$ cat src/rtl/toast_branch_unit.sv
// toast_branch_unit: EX-stage branch resolution.
// Computes the branch target and the RV32I compare result, checks them against
// the fetch prediction, and registers a redirect request toward fetch. A
// redirect is held until fetch accepts it or a flush discards it.
// Optional feature: define TOAST_BRANCH_MISALIGN_EN to add misalign_o. A taken
// branch whose target is not instruction-aligned is then flagged, and no
// redirect is raised for it.

`ifndef PC_RELATIVE
`define PC_RELATIVE 2'b01
`endif
`ifndef REG_OFFSET
`define REG_OFFSET 2'b10
`endif

module toast_branch_unit #(
  parameter int XLEN       = 32,
  parameter int ILEN_BYTES = 4
) (
  input  logic            clk_i,
  input  logic            resetn_i,
  input  logic            flush_i,
  input  logic            valid_i,
  output logic            ready_o,
  input  logic [1:0]      branch_op_i,
  input  logic            cond_en_i,
  input  logic [2:0]      funct3_i,
  input  logic [XLEN-1:0] pc_i,
  input  logic [XLEN-1:0] rs1_i,
  input  logic [XLEN-1:0] rs2_i,
  input  logic [XLEN-1:0] imm_i,
  input  logic            pred_taken_i,
  input  logic [XLEN-1:0] pred_target_i,
  output logic            res_valid_o,
  output logic            taken_o,
  output logic [XLEN-1:0] link_o,
  output logic            redirect_o,
  output logic [XLEN-1:0] redirect_pc_o,
`ifdef TOAST_BRANCH_MISALIGN_EN
  output logic            misalign_o,
`endif
  input  logic            redirect_ready_i
);

  typedef enum logic [1:0] {
    EMPTY  = 2'd0,
    RESULT = 2'd1,
    HOLD   = 2'd2
  } state_t;

  localparam logic [XLEN-1:0] ilen_step = XLEN'(ILEN_BYTES);
  localparam logic [XLEN-1:0] lsb_clear = ~XLEN'(1);

  state_t state_reg, state_next;

  logic            is_pc_rel;
  logic            is_reg_off;
  logic [XLEN-1:0] pc_target;
  logic [XLEN-1:0] reg_target;
  logic [XLEN-1:0] target;
  logic [XLEN-1:0] fall_through;
  logic [XLEN-1:0] actual_pc;
  logic            cmp;
  logic            taken;
  logic            mispredict;
  logic            redirect_raise;
  logic            accept;

  logic            taken_reg;
  logic [XLEN-1:0] link_reg;
  logic [XLEN-1:0] redirect_pc_reg;

  // Target generation: PC-relative or register+offset with bit 0 cleared.
  always_comb begin
    is_pc_rel    = (branch_op_i == `PC_RELATIVE);
    is_reg_off   = (branch_op_i == `REG_OFFSET);
    pc_target    = pc_i + imm_i;
    reg_target   = (rs1_i + imm_i) & lsb_clear;
    target       = is_reg_off ? reg_target : pc_target;
    fall_through = pc_i + ilen_step;
  end

  // Conditional compare; 010/011 are not branch encodings and never take.
  always_comb begin
    case (funct3_i)
      3'b000:  cmp = (rs1_i == rs2_i);
      3'b001:  cmp = (rs1_i != rs2_i);
      3'b100:  cmp = ($signed(rs1_i) <  $signed(rs2_i));
      3'b101:  cmp = ($signed(rs1_i) >= $signed(rs2_i));
      3'b110:  cmp = (rs1_i <  rs2_i);
      3'b111:  cmp = (rs1_i >= rs2_i);
      default: cmp = 1'b0;
    endcase
  end

  // Direction, restart address and misprediction detection.
  always_comb begin
    taken      = (is_pc_rel | is_reg_off) & (cond_en_i ? cmp : 1'b1);
    actual_pc  = taken ? target : fall_through;
    // The predicted target only matters when the branch is actually taken.
    mispredict = (taken != pred_taken_i) | (taken & (target != pred_target_i));
  end

`ifdef TOAST_BRANCH_MISALIGN_EN
  localparam logic [XLEN-1:0] align_mask = XLEN'(ILEN_BYTES - 1);

  logic misaligned;
  logic misalign_reg;

  // Misaligned taken targets trap instead of redirecting fetch.
  always_comb begin
    misaligned     = taken & ((target & align_mask) != '0);
    redirect_raise = mispredict & ~misaligned;
  end
`else
  // Without the alignment check every misprediction redirects.
  always_comb begin
    redirect_raise = mispredict;
  end
`endif

  // Handshake: blocked only while a redirect waits for fetch.
  always_comb begin
    ready_o = ~res_valid_o | ~redirect_o | redirect_ready_i;
    accept  = valid_i & ready_o & ~flush_i;
  end

  // State register.
  always_ff @(posedge clk_i) begin
    if (!resetn_i) begin
      state_reg <= EMPTY;
    end else begin
      state_reg <= state_next;
    end
  end

  // Next state: flush wins, then a new acceptance, then a still-pending redirect.
  always_comb begin
    state_next = state_reg;
    if (flush_i) begin
      state_next = EMPTY;
    end else if (accept) begin
      state_next = redirect_raise ? HOLD : RESULT;
    end else if ((state_reg == HOLD) && !redirect_ready_i) begin
      state_next = HOLD;
    end else begin
      state_next = EMPTY;
    end
  end

  // Outputs decoded from state.
  always_comb begin
    res_valid_o = (state_reg != EMPTY);
    redirect_o  = (state_reg == HOLD);
`ifdef TOAST_BRANCH_MISALIGN_EN
    misalign_o  = misalign_reg & (state_reg != EMPTY);
`endif
  end

  // Result payload, captured only when an instruction is accepted so a held
  // redirect keeps stable values.
  always_ff @(posedge clk_i) begin
    if (!resetn_i) begin
      taken_reg       <= 1'b0;
      link_reg        <= '0;
      redirect_pc_reg <= '0;
`ifdef TOAST_BRANCH_MISALIGN_EN
      misalign_reg    <= 1'b0;
`endif
    end else if (accept) begin
      taken_reg       <= taken;
      link_reg        <= fall_through;
      redirect_pc_reg <= actual_pc;
`ifdef TOAST_BRANCH_MISALIGN_EN
      misalign_reg    <= misaligned;
`endif
    end
  end

  assign taken_o       = taken_reg;
  assign link_o        = link_reg;
  assign redirect_pc_o = redirect_pc_reg;

endmodule
$ cat config.mk
export PLATFORM = sky130hd
export DESIGN_NAME = toast_branch_unit
export DESIGN_NICKNAME = d
export VERILOG_FILES = /design/src/rtl/toast_branch_unit.sv
export SDC_FILE = /design/constraint.sdc
export NUM_CORES = 1
export LEC_CHECK = 0
export CAP_MARGIN = 20
export CORE_ASPECT_RATIO = 0.9
export CORE_MARGIN = 3
export CORE_UTILIZATION = 40
export CTS_CLUSTER_SIZE = 30
export DETAILED_ROUTE_END_ITERATION = 12
export PLACE_DENSITY = 0.68
export SLEW_MARGIN = 20
export SYNTH_ARGS = -nofsm -noshare
export SYNTH_HDL_FRONTEND = slang
export SYNTH_SLANG_ARGS = --single-unit
$ cat constraint.sdc
create_clock -name clk_i -period 7.1 [get_ports clk_i]
set_clock_uncertainty 0.15 [all_clocks]
set_input_delay 1.065 -clock clk_i [delete_from_list [all_inputs] [get_ports clk_i]]
set_output_delay 1.065 -clock clk_i [all_outputs]
set_load 0.005 [all_outputs]
==> results.md <==
* Mapped Area at 9250 µm²
* Commonest cells after routing, fill and taps aside: clkdlybuf4s50_1, nand2_1, a21oi_1
* Critical path class: in -> reg
* Slew headroom at 32.1%
* Cells after synthesis at 1294
* Die Wd at 166 µm
* RePlAce Congestion at 0.932
* Library cells used by synthesis at 84
* Endpoints failing setup at 0
* RSZ-0062 raised after global routing: false
* Seq/Total Area, Yosys at 14.5%
* Slew @ Worst Pin at 1.02 ns
* Critical path capture point type: flip-flop
* Die area at 25000 µm²
* GRT Overall Usage at 25.9%
* Io pins at 240
* First-pass GRT wire length at 52100 µm
* H-tree level count at 3
* Critical path arrival at 5.34 ns
* Ant diodes at 0
* Critical Path Source: rs2_i[14]
* Setup bufs post-CTS at 0
* Vias at 10500
* Power Dens Cells at 143 nW/µm²
* Core area at 22600 µm²
* IO Port Bufs at 239
* Drc violations at 0
* CP startpoint kind: input pin
* Hold path depth at 2
* DRT antenna net count at 0
* Global-route met3 utilization at 5.01%
* Fin util at 53.2%
* Pre-CTS setup slack at 1.45 ns
* GR Layer Usage met1 at 39.5%
* Commonest non-fill, non-tap cell in the layout: clkdlybuf4s50_1
* Drt total wl at 33900 µm
* M2 GR Usage at 37.7%
* CTS tree: yes
* Fin. Hold Viols at 0
* R2R cell count at 6
* Register bit count reported by yosys at 67
* Dominant synthesized flop cell: dfxtp_1
* Fmax at 190 MHz
* Initial core utilization at 41.0%
* Synthesis Warnings at 0
* # clock sinks at 67
* Reg2Reg Launch Point: state_reg[1]$_SDFF_PP0_
* Largest stage delay, worst path at 0.89 ns
* Chip height at 150 µm
* Via-to-Cell Ratio at 5.88
* Floorplan row count at 52
* Share of layout cells above drive strength 1 at 3.51%
* Clk Latency, worst-skew pair at 0.33 ns
* Layout area overhead at 29.9%
* CP cell instances: clkdlybuf4s50_1, inv_1, ha_1, nand4_1, nor4_1, nand2_1, xor2_1, o31ai_2, a31oi_1, a221oi_4, nand4_1, nor4_1, and4_1, o31ai_1
* Final worst path period need at 5.28 ns
* Share of the synthesized area in the top cell type at 14.5%
* Overflow after GRT at 0
* CTS Buf Count at 9
* Hold wc startpoint: redirect_pc_o[25]$_SDFFE_PN0P_
* Worst Slack Setup Final at 1.82 ns
* Clock transition at the registers of the reported paths at 0.05 ns
* Hpwl dp at 28300 µm
* Post_cts resized at 0
* DR iter-0 viols at 957
* Setup total negative slack at 0 ns
* Hold Path Class: reg -> reg
* Initial antenna violation count at 0
* Max Cap Viol at 0
* Yosys top cell by area: dfxtp_1
* Gr busiest metal: met1
* Lkg Pwr at 4.76 nW
* Root buf cell: clkbuf_16
* DR pass1 iterations at 5
* Crit-path max FO at 18
* Peak VDD IR at 157 µV
* Post-synth EDFFs at 0
* Final worst path period share at 74.3%
* Syn nets at 1563
* CTS Buffer Depth at 2
* Vias in the first global route at 9417
* Status: finished clean
* Wire length per cell at 19.1 µm
* Syn Area/Cell at 7.15 µm²
* Slowest cell on crit path: a221oi_4
* Main area contributors after synthesis: dfxtp_1, ha_1, nand2_1, a21oi_1, xor2_1
* Largest net degree at the start of global routing at 95
* Post-CTS Hold Buffers at 0
* Max Slew Vio Count at 0
* WP data required at 7.16 ns
* Ys async rst share at 0%
* Nets at 1747
path summary, 6_finish.rpt:
path,endpoint,slack (ns)
max,state_reg[1]$_SDFF_PP0_,1.82
min,redirect_pc_o[25]$_SDFFE_PN0P_,0.30
max reg2reg,redirect_pc_o[3]$_SDFFE_PN0P_,4.91
min reg2reg,redirect_pc_o[25]$_SDFFE_PN0P_,0.30
critical path: cells and delay by family:
family / cells / cell delay, ns
AO/OA/AOI/OAI: 4 / 1.30
buffers and inverters: 2 / 0.49
XOR/XNOR: 1 / 0.20
adder cells (fa/ha/maj): 1 / 0.30
AND/OR/NAND/NOR: 6 / 1.96
logic make-up after synthesis:
family                   count (synthesis)  synth area share [%]
AO/OA/AOI/OAI                          401                  29.3
XOR/XNOR                               105                  10.5
adder cells (fa/ha/maj)                 97                  13.3
buffers and inverters                  128                  5.60
flip-flops                              67                  14.5
multiplexers                            20                  2.20
AND/OR/NAND/NOR                        476                  24.6
report_power, final:
part / switching (W) / internal, W / leakage, nW / total, W
Sequential: 0.0000149 / 0.000403 / 0.551 / 0.000418
Combinational: 0.000509 / 0.000396 / 4.08 / 0.000905
Clock: 0.000150 / 0.000242 / 0.132 / 0.000392
Total: 0.000675 / 0.00104 / 4.76 / 0.00172
cell type report:
class | count | area [µm²]
Clock inverter | 3 | 15.0
Timing Repair Buffer | 245 | 2440
Sequential cell | 67 | 1340
Fill cell | 2225 | 10600
Clock buffer | 12 | 246
Multi-Input combinational cell | 1099 | 7400
Tap cell | 297 | 372
Inverter | 56 | 210
cell usage after synthesis, types with 4 or more instances:
cell and instances:
nand2_1 168, a21oi_1 125, nor2_1 107, ha_1 95
dfxtp_1 67, o21ai_0 60, inv_1 56, xor2_1 52
clkbuf_1 50, xnor2_1 49, nand3_1 44, a211oi_1 40
nand4_1 32, nor3_1 31, o211ai_1 31, a21o_1 29
mux2i_1 17, nor2b_1 13, a31oi_1 12, buf_2 12
and3_1 11, o21a_1 11, nand2b_1 10, and4_1 9
nor3b_1 8, nor4_1 8, o2111ai_1 8, or3_1 8
a211o_1 6, buf_4 6, o21ai_1 6, o21bai_1 6
o31ai_1 6, or2_2 6, a311oi_1 5, buf_1 4
or4_1 4, xnor3_1 4
layer usage:
metal  wire length, µm  part of all wire (%)
met5                 0                     0
met4               520                   1.5
met3              3380                    10
met2             13700                    40
met1             16300                    48
per-stage QoR:
stage	std cells	instance area, µm²	total power (W)	hold slack, ns
floorplan	1294	9250	0.000972	0.298
global placement	1764	11800	0.00131	0.292
detailed placement	1764	11800	0.00131	0.297
CTS	1779	12000	0.00171	0.303
global route	1779	12000	0.00182	0.321
finish	1779	12000	0.00172	0.300
No activity file was read; power rests on OpenSTA's default activity.
